===== src/rtl/eth_f_multi_ptr_sync_rx_if.sv =====
// ---------------------------------------------------------------------------
// eth_f_multi_ptr_sync_rx_if
// Bundle of the per-channel pointer-synchronizer signals.
//   gray_ptr_in : NUM_CH Gray write pointers from the foreign clock domain
//   local_ptr   : NUM_CH binary read pointers, local clock domain
//   ch_enable   : per-channel enable
//   err_clr     : per-channel one-cycle clear of err_jump
//   ptr_out     : synchronized binary pointers
//   occupancy   : ptr_out minus local_ptr, modulo 2^WIDTH
//   ptr_valid   : channel outputs are qualified
//   err_jump    : sticky illegal-motion flag
// Channel c occupies bits [c*WIDTH +: WIDTH] of every wide vector.
// ---------------------------------------------------------------------------
interface eth_f_multi_ptr_sync_rx_if #(
    parameter int WIDTH  = 8,
    parameter int NUM_CH = 4
) ();
    logic [NUM_CH*WIDTH-1:0] gray_ptr_in;
    logic [NUM_CH*WIDTH-1:0] local_ptr;
    logic [NUM_CH-1:0]       ch_enable;
    logic [NUM_CH-1:0]       err_clr;
    logic [NUM_CH*WIDTH-1:0] ptr_out;
    logic [NUM_CH*WIDTH-1:0] occupancy;
    logic [NUM_CH-1:0]       ptr_valid;
    logic [NUM_CH-1:0]       err_jump;

    modport master (
        output gray_ptr_in, local_ptr, ch_enable, err_clr,
        input  ptr_out, occupancy, ptr_valid, err_jump
    );

    modport slave (
        input  gray_ptr_in, local_ptr, ch_enable, err_clr,
        output ptr_out, occupancy, ptr_valid, err_jump
    );
endinterface


===== src/rtl/eth_f_multi_ptr_sync_rx.sv =====
// ---------------------------------------------------------------------------
// eth_f_multi_ptr_sync_rx
// Receive-side pointer synchronizer for NUM_CH async FIFOs. Each Gray write
// pointer is passed through a SYNC_STAGES flop chain, converted to binary,
// registered as ptr_out, and compared against the local read pointer to give
// occupancy. A per-channel IDLE/WARMUP/VALID FSM qualifies the outputs and a
// motion checker flags pointer advances larger than MAX_STEP (or backward).
// Ports:
//   clk   : single clock, all logic on posedge
//   rst_n : asynchronous active-low reset
//   bus   : slave side of eth_f_multi_ptr_sync_rx_if (see interface header)
// ---------------------------------------------------------------------------
module eth_f_multi_ptr_sync_rx #(
    parameter int WIDTH       = 8,
    parameter int NUM_CH      = 4,
    parameter int SYNC_STAGES = 3,
    parameter int MAX_STEP    = 1
) (
    input  logic                          clk,
    input  logic                          rst_n,
    eth_f_multi_ptr_sync_rx_if.slave      bus
);

    localparam int              CNT_W      = $clog2(SYNC_STAGES + 2);
    localparam logic [CNT_W-1:0] CNT_LOAD  = CNT_W'(SYNC_STAGES + 1);
    localparam logic [CNT_W-1:0] CNT_LAST  = CNT_W'(1);
    localparam logic [WIDTH-1:0] MAX_STEP_W = WIDTH'(MAX_STEP);
    localparam int              VEC_W      = NUM_CH * WIDTH;

    typedef enum logic [1:0] {
        ST_IDLE   = 2'd0,
        ST_WARMUP = 2'd1,
        ST_VALID  = 2'd2
    } state_e;

    // Gray to binary: each binary bit is the XOR of all Gray bits at or above it.
    function automatic logic [WIDTH-1:0] gray2bin(input logic [WIDTH-1:0] gray);
        logic [WIDTH-1:0] bin;
        bin[WIDTH-1] = gray[WIDTH-1];
        for (int i = WIDTH - 2; i >= 0; i--) begin
            bin[i] = bin[i+1] ^ gray[i];
        end
        return bin;
    endfunction

    logic [VEC_W-1:0]  sync_r [SYNC_STAGES];
    logic [VEC_W-1:0]  ptr_out_s;
    logic [VEC_W-1:0]  occupancy_s;
    logic [NUM_CH-1:0] ptr_valid_s;
    logic [NUM_CH-1:0] err_jump_s;

    // Plain flop chain for all channels; no logic between stages, never gated.
    always_ff @(posedge clk or negedge rst_n) begin
        if (!rst_n) begin
            for (int s = 0; s < SYNC_STAGES; s++) begin
                sync_r[s] <= {VEC_W{1'b0}};
            end
        end else begin
            sync_r[0] <= bus.gray_ptr_in;
            for (int s = 1; s < SYNC_STAGES; s++) begin
                sync_r[s] <= sync_r[s-1];
            end
        end
    end

    for (genvar c = 0; c < NUM_CH; c++) begin : g_ch
        logic [WIDTH-1:0] b_new_s;
        logic [WIDTH-1:0] delta_s;
        logic [WIDTH-1:0] occ_s;
        logic             viol_s;
        state_e           state_r;
        logic [CNT_W-1:0] cnt_r;
        logic [WIDTH-1:0] ptr_r;
        logic [WIDTH-1:0] occ_r;
        logic             valid_r;
        logic             err_r;

        // Decode the synchronized pointer and evaluate motion and occupancy.
        always_comb begin
            b_new_s = gray2bin(sync_r[SYNC_STAGES-1][c*WIDTH +: WIDTH]);
            delta_s = b_new_s - ptr_r;
            occ_s   = b_new_s - bus.local_ptr[c*WIDTH +: WIDTH];
            // Backward moves wrap to large deltas, so one compare covers both.
            if ((state_r == ST_VALID) && (delta_s > MAX_STEP_W)) begin
                viol_s = 1'b1;
            end else begin
                viol_s = 1'b0;
            end
        end

        // Channel FSM with registered pointer, occupancy, valid and error.
        always_ff @(posedge clk or negedge rst_n) begin
            if (!rst_n) begin
                state_r <= ST_IDLE;
                cnt_r   <= {CNT_W{1'b0}};
                ptr_r   <= {WIDTH{1'b0}};
                occ_r   <= {WIDTH{1'b0}};
                valid_r <= 1'b0;
                err_r   <= 1'b0;
            end else begin
                ptr_r <= b_new_s;
                // A fresh violation takes priority over a clear in the same cycle.
                if (viol_s) begin
                    err_r <= 1'b1;
                end else if (bus.err_clr[c]) begin
                    err_r <= 1'b0;
                end else begin
                    err_r <= err_r;
                end
                // valid/occupancy follow the state being entered on this edge.
                case (state_r)
                    ST_IDLE: begin
                        valid_r <= 1'b0;
                        occ_r   <= {WIDTH{1'b0}};
                        if (bus.ch_enable[c]) begin
                            state_r <= ST_WARMUP;
                            cnt_r   <= CNT_LOAD;
                        end else begin
                            state_r <= ST_IDLE;
                            cnt_r   <= cnt_r;
                        end
                    end
                    ST_WARMUP: begin
                        if (!bus.ch_enable[c]) begin
                            state_r <= ST_IDLE;
                            cnt_r   <= cnt_r;
                            valid_r <= 1'b0;
                            occ_r   <= {WIDTH{1'b0}};
                        end else if (cnt_r == CNT_LAST) begin
                            state_r <= ST_VALID;
                            cnt_r   <= cnt_r;
                            valid_r <= 1'b1;
                            occ_r   <= occ_s;
                        end else begin
                            state_r <= ST_WARMUP;
                            cnt_r   <= cnt_r - CNT_LAST;
                            valid_r <= 1'b0;
                            occ_r   <= {WIDTH{1'b0}};
                        end
                    end
                    ST_VALID: begin
                        cnt_r <= cnt_r;
                        if (!bus.ch_enable[c]) begin
                            state_r <= ST_IDLE;
                            valid_r <= 1'b0;
                            occ_r   <= {WIDTH{1'b0}};
                        end else begin
                            state_r <= ST_VALID;
                            valid_r <= 1'b1;
                            occ_r   <= occ_s;
                        end
                    end
                    default: begin
                        state_r <= ST_IDLE;
                        cnt_r   <= {CNT_W{1'b0}};
                        valid_r <= 1'b0;
                        occ_r   <= {WIDTH{1'b0}};
                    end
                endcase
            end
        end

        assign ptr_out_s[c*WIDTH +: WIDTH]   = ptr_r;
        assign occupancy_s[c*WIDTH +: WIDTH] = occ_r;
        assign ptr_valid_s[c]                = valid_r;
        assign err_jump_s[c]                 = err_r;
    end

    assign bus.ptr_out   = ptr_out_s;
    assign bus.occupancy = occupancy_s;
    assign bus.ptr_valid = ptr_valid_s;
    assign bus.err_jump  = err_jump_s;

endmodule


===== src/flat_wrapper.sv =====
// flat-port wrapper written by rule: the top's interface ports become plain ports
module eth_f_multi_ptr_sync_rx_flat 
#(
    parameter int WIDTH       = 8,
    parameter int NUM_CH      = 4,
    parameter int SYNC_STAGES = 3,
    parameter int MAX_STEP    = 1
)
  (clk, rst_n, bus_gray_ptr_in, bus_local_ptr, bus_ch_enable, bus_err_clr, bus_ptr_out, bus_occupancy, bus_ptr_valid, bus_err_jump);
  eth_f_multi_ptr_sync_rx_if #(.WIDTH(WIDTH), .NUM_CH(NUM_CH)) bus_i ();
  input  logic clk;
  input  logic rst_n;
  input wire logic [$bits(bus_i.gray_ptr_in)-1:0] bus_gray_ptr_in;
  input wire logic [$bits(bus_i.local_ptr)-1:0] bus_local_ptr;
  input wire logic [$bits(bus_i.ch_enable)-1:0] bus_ch_enable;
  input wire logic [$bits(bus_i.err_clr)-1:0] bus_err_clr;
  output wire logic [$bits(bus_i.ptr_out)-1:0] bus_ptr_out;
  output wire logic [$bits(bus_i.occupancy)-1:0] bus_occupancy;
  output wire logic [$bits(bus_i.ptr_valid)-1:0] bus_ptr_valid;
  output wire logic [$bits(bus_i.err_jump)-1:0] bus_err_jump;
  assign bus_i.gray_ptr_in = bus_gray_ptr_in;
  assign bus_i.local_ptr = bus_local_ptr;
  assign bus_i.ch_enable = bus_ch_enable;
  assign bus_i.err_clr = bus_err_clr;
  assign bus_ptr_out = bus_i.ptr_out;
  assign bus_occupancy = bus_i.occupancy;
  assign bus_ptr_valid = bus_i.ptr_valid;
  assign bus_err_jump = bus_i.err_jump;
  eth_f_multi_ptr_sync_rx #(.WIDTH(WIDTH), .NUM_CH(NUM_CH), .SYNC_STAGES(SYNC_STAGES), .MAX_STEP(MAX_STEP)) u_core (.clk(clk), .rst_n(rst_n), .bus(bus_i));
endmodule

===== config.mk =====
export PLATFORM = sky130hd
export DESIGN_NAME = eth_f_multi_ptr_sync_rx_flat
export DESIGN_NICKNAME = d
export VERILOG_FILES = /design/src/rtl/eth_f_multi_ptr_sync_rx_if.sv /design/src/rtl/eth_f_multi_ptr_sync_rx.sv /design/src/flat_wrapper.sv
export SDC_FILE = /design/constraint.sdc
export NUM_CORES = 1
export LEC_CHECK = 0
export ABC_CLOCK_PERIOD_IN_PS = 4800
export CAP_MARGIN = 25
export CORE_MARGIN = 2
export CORE_UTILIZATION = 40
export DETAILED_ROUTE_END_ITERATION = 8
export PLACE_DENSITY = 0.71
export RECOVER_POWER = 50
export SLEW_MARGIN = 30
export SYNTH_ARGS = -nofsm -noshare
export SYNTH_HDL_FRONTEND = slang
export SYNTH_SLANG_ARGS = --single-unit

===== constraint.sdc =====
create_clock -name clk -period 4.8 [get_ports clk]
set_input_delay 0.72 -clock clk [delete_from_list [all_inputs] [get_ports clk]]
set_output_delay 0.72 -clock clk [all_outputs]
set_load 0.01 [all_outputs]

### Word level (Yosys, flattened, before mapping)

Index checks and enable logic that the tools add are counted.

* reduce and logical (&&, ||, !) cells: 16
* bitwise gates (word level): 32
* equality and inequality tests: 24
* add/subtract/negate cells: 12
* mux-type cells: 80
* magnitude comparators: 4

Operator list (number)
* two-way mux 8 bit: 12
* one-hot mux 8 bit (2 select lines): 4
* subtractor 8 bit: 8
* two-way mux 3 bit: 12
* one-hot mux 3 bit (3 select lines): 4
* > comparator 8 x 1 -> 1 bit (second input constant): 4
* two-way mux 1 bit: 28
* bitwise XOR 1 bit: 28
* two-way mux 2 bit: 12
* != test 2 bit (second input constant): 12
* one-hot mux 2 bit (3 select lines): 4
* AND reduction 4 bit: 4
* == test 3 x 1 -> 1 bit (second input constant): 4
* subtractor 3 x 1 -> 3 bit (second input constant): 4
* == test 2 x 1 -> 1 bit (second input constant): 4
* == test 2 bit (second input constant): 4
* zero test 2 bit: 4
* one-hot mux 1 bit (2 select lines): 4
* nonzero test 2 bit: 4
* logical AND 1 bit: 4
* inverter 1 bit: 4

* input bits: 74
* register bits after elaboration: 188
* word-level logic and storage cells: 195

### Longest topological paths before layout

Gate-level depths: netlist (run 1).

* word-level depth: 12
* gate-level depth with buffers: 15

### Worst setup path after synthesis (run 1)

OpenSTA, ideal clock, no wires.

* path type: reg-to-reg
* start point: register u_core.sync_r, in the netlist u_core.g_ch[3].b_new_s[7]
* end point: register u_core.g_ch[3].err_r
* data required time: 4665 ps
* library setup time: 135 ps
* clock period less this slack: 3454 ps
* stages on the path, launching flop included: 14
* data arrival time: 3319 ps
* path slack: 1346 ps
* path through: dfrtp_1 xnor3_2 xor2_2 xnor2_2 xnor2_2 xor2_2 inv_1 ha_1 nor2b_1 o31a_1 or4_1 a31oi_1 xnor2_1 a32oi_1

* cells in the longest elaborated chain, start to end: 12
* elaborated cells between the ends (all ways): 13
* classes of those cells: add/sub: 1; order compare: 1; mux: 2; bitwise: 7; reduce/logical: 2

Ends and longest elaborated chain
* start: declaration: RTL line eth_f_multi_ptr_sync_rx.sv:46 `logic [VEC_W-1:0] sync_r [SYNC_STAGES];`
* start signal: indexed assignment: RTL line eth_f_multi_ptr_sync_rx.sv:56 `sync_r[s] <= {VEC_W{1'b0}};`
* start signal: indexed assignment: RTL line eth_f_multi_ptr_sync_rx.sv:61 `sync_r[s] <= sync_r[s-1];`
* bitwise XOR 1 bit (*) (4 in series): RTL line eth_f_multi_ptr_sync_rx.sv:41 `bin[i] = bin[i+1] ^ gray[i];`
* named net u_core.g_ch[3].b_new_s[3]: RTL line eth_f_multi_ptr_sync_rx.sv:67 `logic [WIDTH-1:0] b_new_s;`
* bitwise XOR 1 bit (*) (2 in series): RTL line eth_f_multi_ptr_sync_rx.sv:41
* named net u_core.g_ch[3].b_new_s[1]: RTL line eth_f_multi_ptr_sync_rx.sv:67
* bitwise XOR 1 bit: RTL line eth_f_multi_ptr_sync_rx.sv:41
* subtractor 8 bit (*): RTL line eth_f_multi_ptr_sync_rx.sv:81 `delta_s = b_new_s - ptr_r;`
* > comparator 8 x 1 -> 1 bit (*): RTL line eth_f_multi_ptr_sync_rx.sv:84 `if ((state_r == ST_VALID) && (delta_s > MAX_STEP_W)) begin`
* logical AND 1 bit (*): RTL line eth_f_multi_ptr_sync_rx.sv:84
* two-way mux 1 bit (*): RTL line eth_f_multi_ptr_sync_rx.sv:84
* two-way mux 1 bit or nonzero test 2 bit (tied branches)
* end signal: assignment: RTL line eth_f_multi_ptr_sync_rx.sv:108 `err_r <= err_r;`
* end: declaration: RTL line eth_f_multi_ptr_sync_rx.sv:76 `logic err_r;`

The timed path passes the listed nets; every way through them passes the cells marked *.
A chain may end at the register's enable or synchronous reset.

### Worst setup path in the final report (run 1)

* start point: register u_core.sync_r, in the netlist u_core.g_ch[2].b_new_s[7]
* end point: register u_core.g_ch[2].err_r

* cells in the longest elaborated chain, start to end: 12
* elaborated cells between the ends (all ways): 13
* classes of those cells: add/sub: 1; order compare: 1; mux: 2; bitwise: 7; reduce/logical: 2

Ends and longest elaborated chain (RTL line)
* bitwise XOR 1 bit (*): eth_f_multi_ptr_sync_rx.sv:41
* named net u_core.g_ch[2].b_new_s[6]: eth_f_multi_ptr_sync_rx.sv:67
* bitwise XOR 1 bit (*) (4 in series): eth_f_multi_ptr_sync_rx.sv:41
* named net u_core.g_ch[2].b_new_s[2]: eth_f_multi_ptr_sync_rx.sv:67
* bitwise XOR 1 bit (*) (2 in series): eth_f_multi_ptr_sync_rx.sv:41
* named net u_core.g_ch[2].b_new_s[0]: eth_f_multi_ptr_sync_rx.sv:67
* subtractor 8 bit (*): eth_f_multi_ptr_sync_rx.sv:81
* > comparator 8 x 1 -> 1 bit (*): eth_f_multi_ptr_sync_rx.sv:84
* logical AND 1 bit (*): eth_f_multi_ptr_sync_rx.sv:84
* two-way mux 1 bit (*): eth_f_multi_ptr_sync_rx.sv:84
* two-way mux 1 bit or nonzero test 2 bit (tied branches)
* end signal: assignment: eth_f_multi_ptr_sync_rx.sv:108
* end: declaration: eth_f_multi_ptr_sync_rx.sv:76

Marked as above.

==> results.cfg, run 1 <==
[outcome]
status = finished with violations
failed_checks = max-capacitance violations, max-slew violations

[final_layout]
fill_cells = 1852
layout.nets = 1065
syn2layout_area_growth_pct = 27.08
drive_above_1_share_pct = 4.913
final_cells = 1194
fin_util_pct = 51.87

[clock_tree]
ctsResizeCount = 0
clk_latency_ps = 430
clock_path_buffers = 2
cts_hold_buf = 0
path_clk_slew_ps = 80
numCtsBuffers = 17
htree_levels = 4
clock_sinks = 188
cts_root_buf = clkbuf_16
cts_tree = yes
post-cts-setup-buffer-count = 0

[power_and_ir_drop]
powerDensity_mw_per_mm2 = 451.3
seqPwrFrac_pct = 37.6
swShare_pct = 34.02
pwr-share-comb_pct = 33.9
ir_drop_mv = 0.2073
p_sw_mw = 1.680
cell_internal_pwr_mw = 3.257
clock_power_share_pct = 28.5
p_leak_nw = 5.119

[placement]
dp_hpwl_um = 12130
dp.cells = 1159
portBuffers = 145
place_congestion = 0.8195

[hold_path]
whs_path_depth = 0
worstHoldStart = u_core.sync_r[63]$_DFF_PN0_
hold_class = reg2reg
holdPathEnd = u_core.g_ch[3].b_new_s[7]$_DFF_PN0_

[setup_path]
startpoint_type = flip-flop
required_ps = 5090
critPathMaxFanout = 4
critPathArrivalTime_ps = 4150
r2r-end = u_core.g_ch[2].err_r$_DFFE_PN0P_
critical_path_class = reg2reg
r2r-start = u_core.g_ch[2].b_new_s[7]$_DFF_PN0_
reg2reg_setup_slack_ps = 940
reg2reg_depth = 13
endpoint_kind = flip-flop

[grt]
met1_usage_pct = 19.70
grt_pass1_wl_um = 26700
busiest_layer = met2
grt-ovfl-total = 0
grt_max_degree = 108
antenna_found_initial = 3
grt_usage_pct = 15.08
use_met3_pct = 3.636
met2_usage_pct = 24.57
grt_pass1_vias = 5627

[synthesis]
synthFlopType = dfrtp_1
synth-edff-count = 0
async_flop_share_pct = 100.0
syn_inst = 748
synth_area_sq_mm = 0.008607
seq_area_frac_synth_pct = 54.66
synth.ff_latch_count = 188
ys_types = 50
yosysWarnings = 0
synth_nets = 910
avgSynthCellArea_sq_um = 11.51

[drt]
wire_per_inst_um = 13.52
firstDrtPassIters = 4
vias = 5582
wl_um = 16150
first_iter_violations = 268
ant_nets = 0
drc = 0
vias_per_cell = 4.675

[die]
dieWidth_um = 150.7
core_area_sq_mm = 0.02109
rows = 53
start_util_pct = 40.82
io_pins = 146
die_area_sq_mm = 0.02271
die_y_um = 150.7

[sta]
post-route-period-util_pct = 80.40
setup_viol_count_final = 0
fmax_mhz = 259.1
grt_setup_unrepaired = false
slew_headroom_pct = -74.90
tns_ps = 0
worst_clock_skew_ps = 14.17
hold_slack_ps = 343.4
finalHoldViolations = 0
final_max_slew_viol_count = 108
min_period_ps = 3859
tightest_slew_ps = 2624

[job]
max_cap_violations = 1
-- worst max-delay path: stages (launching register included) --
cell	delay, ps
dfrtp_1	440
xor2_1	360
xnor2_1	290
xnor2_1	270
xnor2_1	510
xnor2_1	190
inv_1	100
ha_1	220
fa_1	400
o21ai_0	190
a21oi_1	110
mux2i_1	120
a2111oi_0	390
a32oi_1	150
-- cell usage after synthesis, types with 2 or more instances --
cell type | instances | area share [%]
fa_1 | 8 | 1.9
o31a_1 | 2 | 0.20
nor2_1 | 37 | 1.6
nor2b_1 | 23 | 1.7
ha_1 | 80 | 12
nand2b_1 | 15 | 1.1
a32oi_1 | 2 | 0.20
nand3b_1 | 5 | 0.44
nor3_1 | 28 | 1.6
or3_1 | 6 | 0.44
xor2_2 | 3 | 0.57
xnor2_2 | 3 | 0.57
buf_4 | 8 | 0.70
nor3b_1 | 5 | 0.44
o2111ai_1 | 2 | 0.20
a21boi_0 | 6 | 0.52
xor2_1 | 25 | 2.5
a21oi_1 | 37 | 2.2
nor4_1 | 2 | 0.15
o21ai_0 | 42 | 2.4
nand2_1 | 27 | 1.2
a211oi_1 | 4 | 0.35
o21a_1 | 24 | 2.1
a31oi_1 | 6 | 0.44
xnor2_1 | 24 | 2.4
clkbuf_1 | 2 | 0.087
mux2i_1 | 4 | 0.47
o221ai_1 | 2 | 0.20
dfrtp_1 | 188 | 55
or2_2 | 4 | 0.29
nand3_1 | 4 | 0.23
inv_1 | 102 | 4.4
-- power groups by stage --
stage / clock (mW) / combinational [mW] / sequential, mW
after global routing: 1.53 / 1.90 / 1.88
final: 1.41 / 1.67 / 1.86
after detailed placement: 0 / 1.68 / 1.89
after global placement: 0 / 1.64 / 1.89
after CTS: 1.46 / 1.69 / 1.86
after floorplan: 0 / 1.16 / 1.90
-- cell usage in the layout (no fill, tap or decap), types with 8 or more instances in the layout --
cell,instances
fa_1,8
dlygate4sd3_1,33
dfrtp_1,188
nand2b_1,15
xnor2_1,24
nor2_1,37
o21a_1,24
o21ai_0,42
clkdlybuf4s50_1,111
nor2b_1,23
inv_1,102
nand2_1,27
a21oi_1,37
nor3_1,28
ha_1,80
clkbuf_16,17
xor2_1,26
-- cells by family after synthesis --
logic type	share of synthesized area (%)
flops	54.66
fa+ha+maj	13.49
buf+inv	5.364
simple gates	9.566
compound gates	9.798
mux	0.4652
xor+xnor	6.658
-- routing by layer --
layer  part of all wire (%)  vias to the layer above
li1                       -                     2797
met1                     46                     2665
met2                     49                      107
met3                    4.3                       13
met4                    1.4                        0
met5                      0                        -
-- flip-flops by register name (all words and copies together) (netlist names) --
register,flops
u_core.g_ch.b_new_s,4
u_core.g_ch.cnt_r,12
u_core.g_ch.err_r,4
u_core.g_ch.occ_r,32
u_core.g_ch.ptr_r,32
u_core.g_ch.state_r,8
u_core.g_ch.valid_r,4
u_core.sync_r,92
-- worst max-delay path by stage --
| stage | start | to | cells after the start |
|---|---|---|---|
| 6_report | u_core.g_ch[2].b_new_s[7]$_DFF_PN0_ | u_core.g_ch[2].err_r$_DFFE_PN0P_ | 13 |
| 5_1_grt | u_core.g_ch[2].b_new_s[7]$_DFF_PN0_ | u_core.g_ch[2].err_r$_DFFE_PN0P_ | 13 |
| 4_1_cts | u_core.g_ch[2].b_new_s[7]$_DFF_PN0_ | u_core.g_ch[2].err_r$_DFFE_PN0P_ | 13 |
| 3_5_place_dp | u_core.g_ch[0].b_new_s[7]$_DFF_PN0_ | u_core.g_ch[0].err_r$_DFFE_PN0P_ | 14 |
| 3_3_place_gp | u_core.g_ch[0].b_new_s[7]$_DFF_PN0_ | u_core.g_ch[0].err_r$_DFFE_PN0P_ | 14 |
| 2_1_floorplan | u_core.g_ch[3].b_new_s[7]$_DFF_PN0_ | u_core.g_ch[3].err_r$_DFFE_PN0P_ | 13 |
-- layout make-up --
type / instances / area (sq um) / share of cell area (%)
Antenna cell: 3 / 7.507 / 0.06863
Clock buffer: 17 / 425.4 / 3.889
Clock inverter: 15 / 182.7 / 1.670
Inverter: 102 / 382.9 / 3.500
Multi-Input combinational cell: 447 / 3432 / 31.38
Sequential cell: 188 / 4705 / 43.01
Tap cell: 275 / 344.1 / 3.146
Timing Repair Buffer: 147 / 1459 / 13.34
-- stage by stage --
step	cell area (sq um)	setup slack, ps	power [mW]
global route	10940	552.3	5.305
global placement	10340	966.8	3.526
detailed placement	10340	927.8	3.572
floorplan	8607	1346	3.053
CTS	10950	904.6	5.006
finish	10940	940.6	4.937
Power figures use the tool's default switching activity.
==> inputs of run 2 (changes only) <==
--- a/config.mk
+++ b/config.mk
@@ -5,12 +5,12 @@
 export SDC_FILE = /design/constraint.sdc
 export NUM_CORES = 1
 export LEC_CHECK = 0
-export ABC_CLOCK_PERIOD_IN_PS = 4800
+export ABC_CLOCK_PERIOD_IN_PS = 3400
 export CAP_MARGIN = 25
 export CORE_MARGIN = 2
 export CORE_UTILIZATION = 40
 export DETAILED_ROUTE_END_ITERATION = 8
-export PLACE_DENSITY = 0.71
+export PLACE_DENSITY = 0.73
 export RECOVER_POWER = 50
 export SLEW_MARGIN = 30
 export SYNTH_ARGS = -nofsm -noshare
==> constraint.sdc (replaced) <==
create_clock -name clk -period 3.4 [get_ports clk]
set_input_delay 0.51 -clock clk [delete_from_list [all_inputs] [get_ports clk]]
set_output_delay 0.51 -clock clk [all_outputs]
set_load 0.01 [all_outputs]
==> results.cfg, run 2 (synthesis gave the netlist of run 1 again) <==
[setup_path]
startpoint_type = flip-flop
critPathMaxFanout = 3
cp_cell_sequence = xnor3_2 -> xor2_2 -> xnor2_2 -> xnor2_2 -> xor2_2 -> inv_2 -> ha_1 -> nor2b_2 -> o31a_1 -> or4_1 -> a31oi_2 -> xnor2_1 -> a32oi_1
worstSetupPathDepth = 13
endpoint_kind = flip-flop
path_delay_family = XOR/XNOR gates
cp.buffers_inverters = 1
r2r-start = u_core.sync_r[30]$_DFF_PN0_
required_ps = 3690
reg2reg_setup_slack_ps = -20
slowest_delay_ps = 420
cp_slowest_cell = or4_1
r2r-end = u_core.g_ch[3].err_r$_DFFE_PN0P_
critPathArrivalTime_ps = 3710
critical_path_class = reg2reg
reg2reg_depth = 13

[sta]
fin_ws_ps = -15.66
setup_viol_count_final = 1
grt_setup_unrepaired = true
post-route-period-util_pct = 100.5
fmax_mhz = 292.8
hold_slack_ps = 337.7
worst_clock_skew_ps = 15.97
tightest_slew_ps = 2112
min_period_ps = 3416
final_max_slew_viol_count = 87
tns_ps = -15.66
slew_headroom_pct = -40.80
finalHoldViolations = 0

[final_layout]
layout_commonest_cell = dfrtp_1
final_area_sq_mm = 0.01124
fin_util_pct = 53.29
drive_above_1_share_pct = 9.937
regMostFlops = u_core.sync_r
largest_reg_flops = 92
largest_registers = u_core.sync_r (92), u_core.g_ch.occ_r (32), u_core.g_ch.ptr_r (32)
final_cells = 1223
layout.nets = 1095
syn2layout_area_growth_pct = 30.57
layout_common_cells = 188 x dfrtp_1, 112 x clkdlybuf4s50_1, 101 x inv_1, 78 x ha_1

[clock_tree]
cts_root_buf = clkbuf_16
path_clk_slew_ps = 80
cts_hold_buf = 0
clk_latency_ps = 430
numCtsBuffers = 17
clock_path_buffers = 2
clock_sinks = 188
cts_tree = yes
htree_levels = 4

[grt]
grt_max_degree = 87
grt_usage_pct = 15.52
antenna_found_initial = 3
grt_pass1_wl_um = 27570
grt-ovfl-total = 0
grt_pass1_vias = 5848

[placement]
dp.cells = 1177
place_congestion = 0.8016
dpl_cell_area_sq_mm = 0.01050
portBuffers = 145
place_ws_ps = -30.89
dp_hpwl_um = 12370

[power_and_ir_drop]
ir_drop_mv = 0.2950
p_leak_nw = 5.273
power_mw = 7.207
powerDensity_mw_per_mm2 = 641.3

[hold_path]
holdPathEnd = u_core.sync_r[40]$_DFF_PN0_
hold_class = reg2reg
whs_path_depth = 0
worstHoldStart = u_core.sync_r[72]$_DFF_PN0_

[die]
core_area_sq_mm = 0.02109
die_y_um = 150.7
dieWidth_um = 150.7
io_pins = 146
start_util_pct = 40.82
die_area_sq_mm = 0.02271
rows = 53

[drt]
wl_um = 16560
firstDrtPassIters = 5
first_iter_violations = 154
vias = 5715
drc = 0
ant_nets = 0
wire_per_inst_um = 13.54
vias_per_cell = 4.673

[outcome]
status = finished with violations
failed_checks = max-capacitance violations, max-slew violations, negative setup slack

[job]
max_cap_violations = 1
[run 2: how the worst max path moves through the flow]
stage                                                    from  slack, ps                                end
after global placement            u_core.sync_r[30]$_DFF_PN0_         90   u_core.g_ch[3].err_r$_DFFE_PN0P_
after global routing              u_core.sync_r[30]$_DFF_PN0_       -170   u_core.g_ch[3].err_r$_DFFE_PN0P_
final                             u_core.sync_r[30]$_DFF_PN0_        -20   u_core.g_ch[3].err_r$_DFFE_PN0P_
after floorplan           u_core.g_ch[2].b_new_s[7]$_DFF_PN0_         20   u_core.g_ch[2].err_r$_DFFE_PN0P_
after CTS                 u_core.g_ch[3].b_new_s[7]$_DFF_PN0_        -20   u_core.g_ch[3].err_r$_DFFE_PN0P_
after detailed placement          u_core.sync_r[30]$_DFF_PN0_        -30  u_core.g_ch[3].occ_r[6]$_DFF_PN0_
[run 2: worst register-to-register path, stage by stage, from the launching register on]
cell and delay [ps]:
dfrtp_1 400, xnor3_2 410, xor2_2 180, xnor2_2 250
xnor2_2 170, xor2_2 220, inv_2 60, ha_1 270
nor2b_2 160, o31a_1 260, or4_1 420, a31oi_2 220
xnor2_1 150, a32oi_1 110
[run 2: cell type report]
| cell class | instances | area [sq um] |
|---|---|---|
| fill | 1832 | 9849 |
| clock buffer | 18 | 439.2 |
| inverter | 102 | 382.9 |
| multi-input combinational | 447 | 3537 |
| antenna | 2 | 5.005 |
| sequential | 188 | 4705 |
| tap | 275 | 344.1 |
| clock inverter | 14 | 152.6 |
| timing repair buffer | 177 | 1673 |
[run 2: metal layers]
metal	track usage (%)	share of wire (%)	up-vias
met5	0	0.079	-
met1	19.49	43	2725
met2	25.75	49	122
met3	4.485	6.4	21
met4	5.280	1.4	2
li1	-	-	2845
[run 2: where the power goes]
part	switching, mW	internal, mW	leakage (nW)
clock	0.922	1.06	0.292
combinational	1.32	1.28	2.68
sequential	0.142	2.47	2.30
[run 2: timing repair]
| item | in CTS | in global routing |
|---|---|---|
| endpoints found under the setup margin | 3 | 14 |
| resized for setup | 5 | 26 |
| gates cloned | 0 | 0 |
| setup buffers | 3 | 9 |
| pin swaps | 8 | 19 |
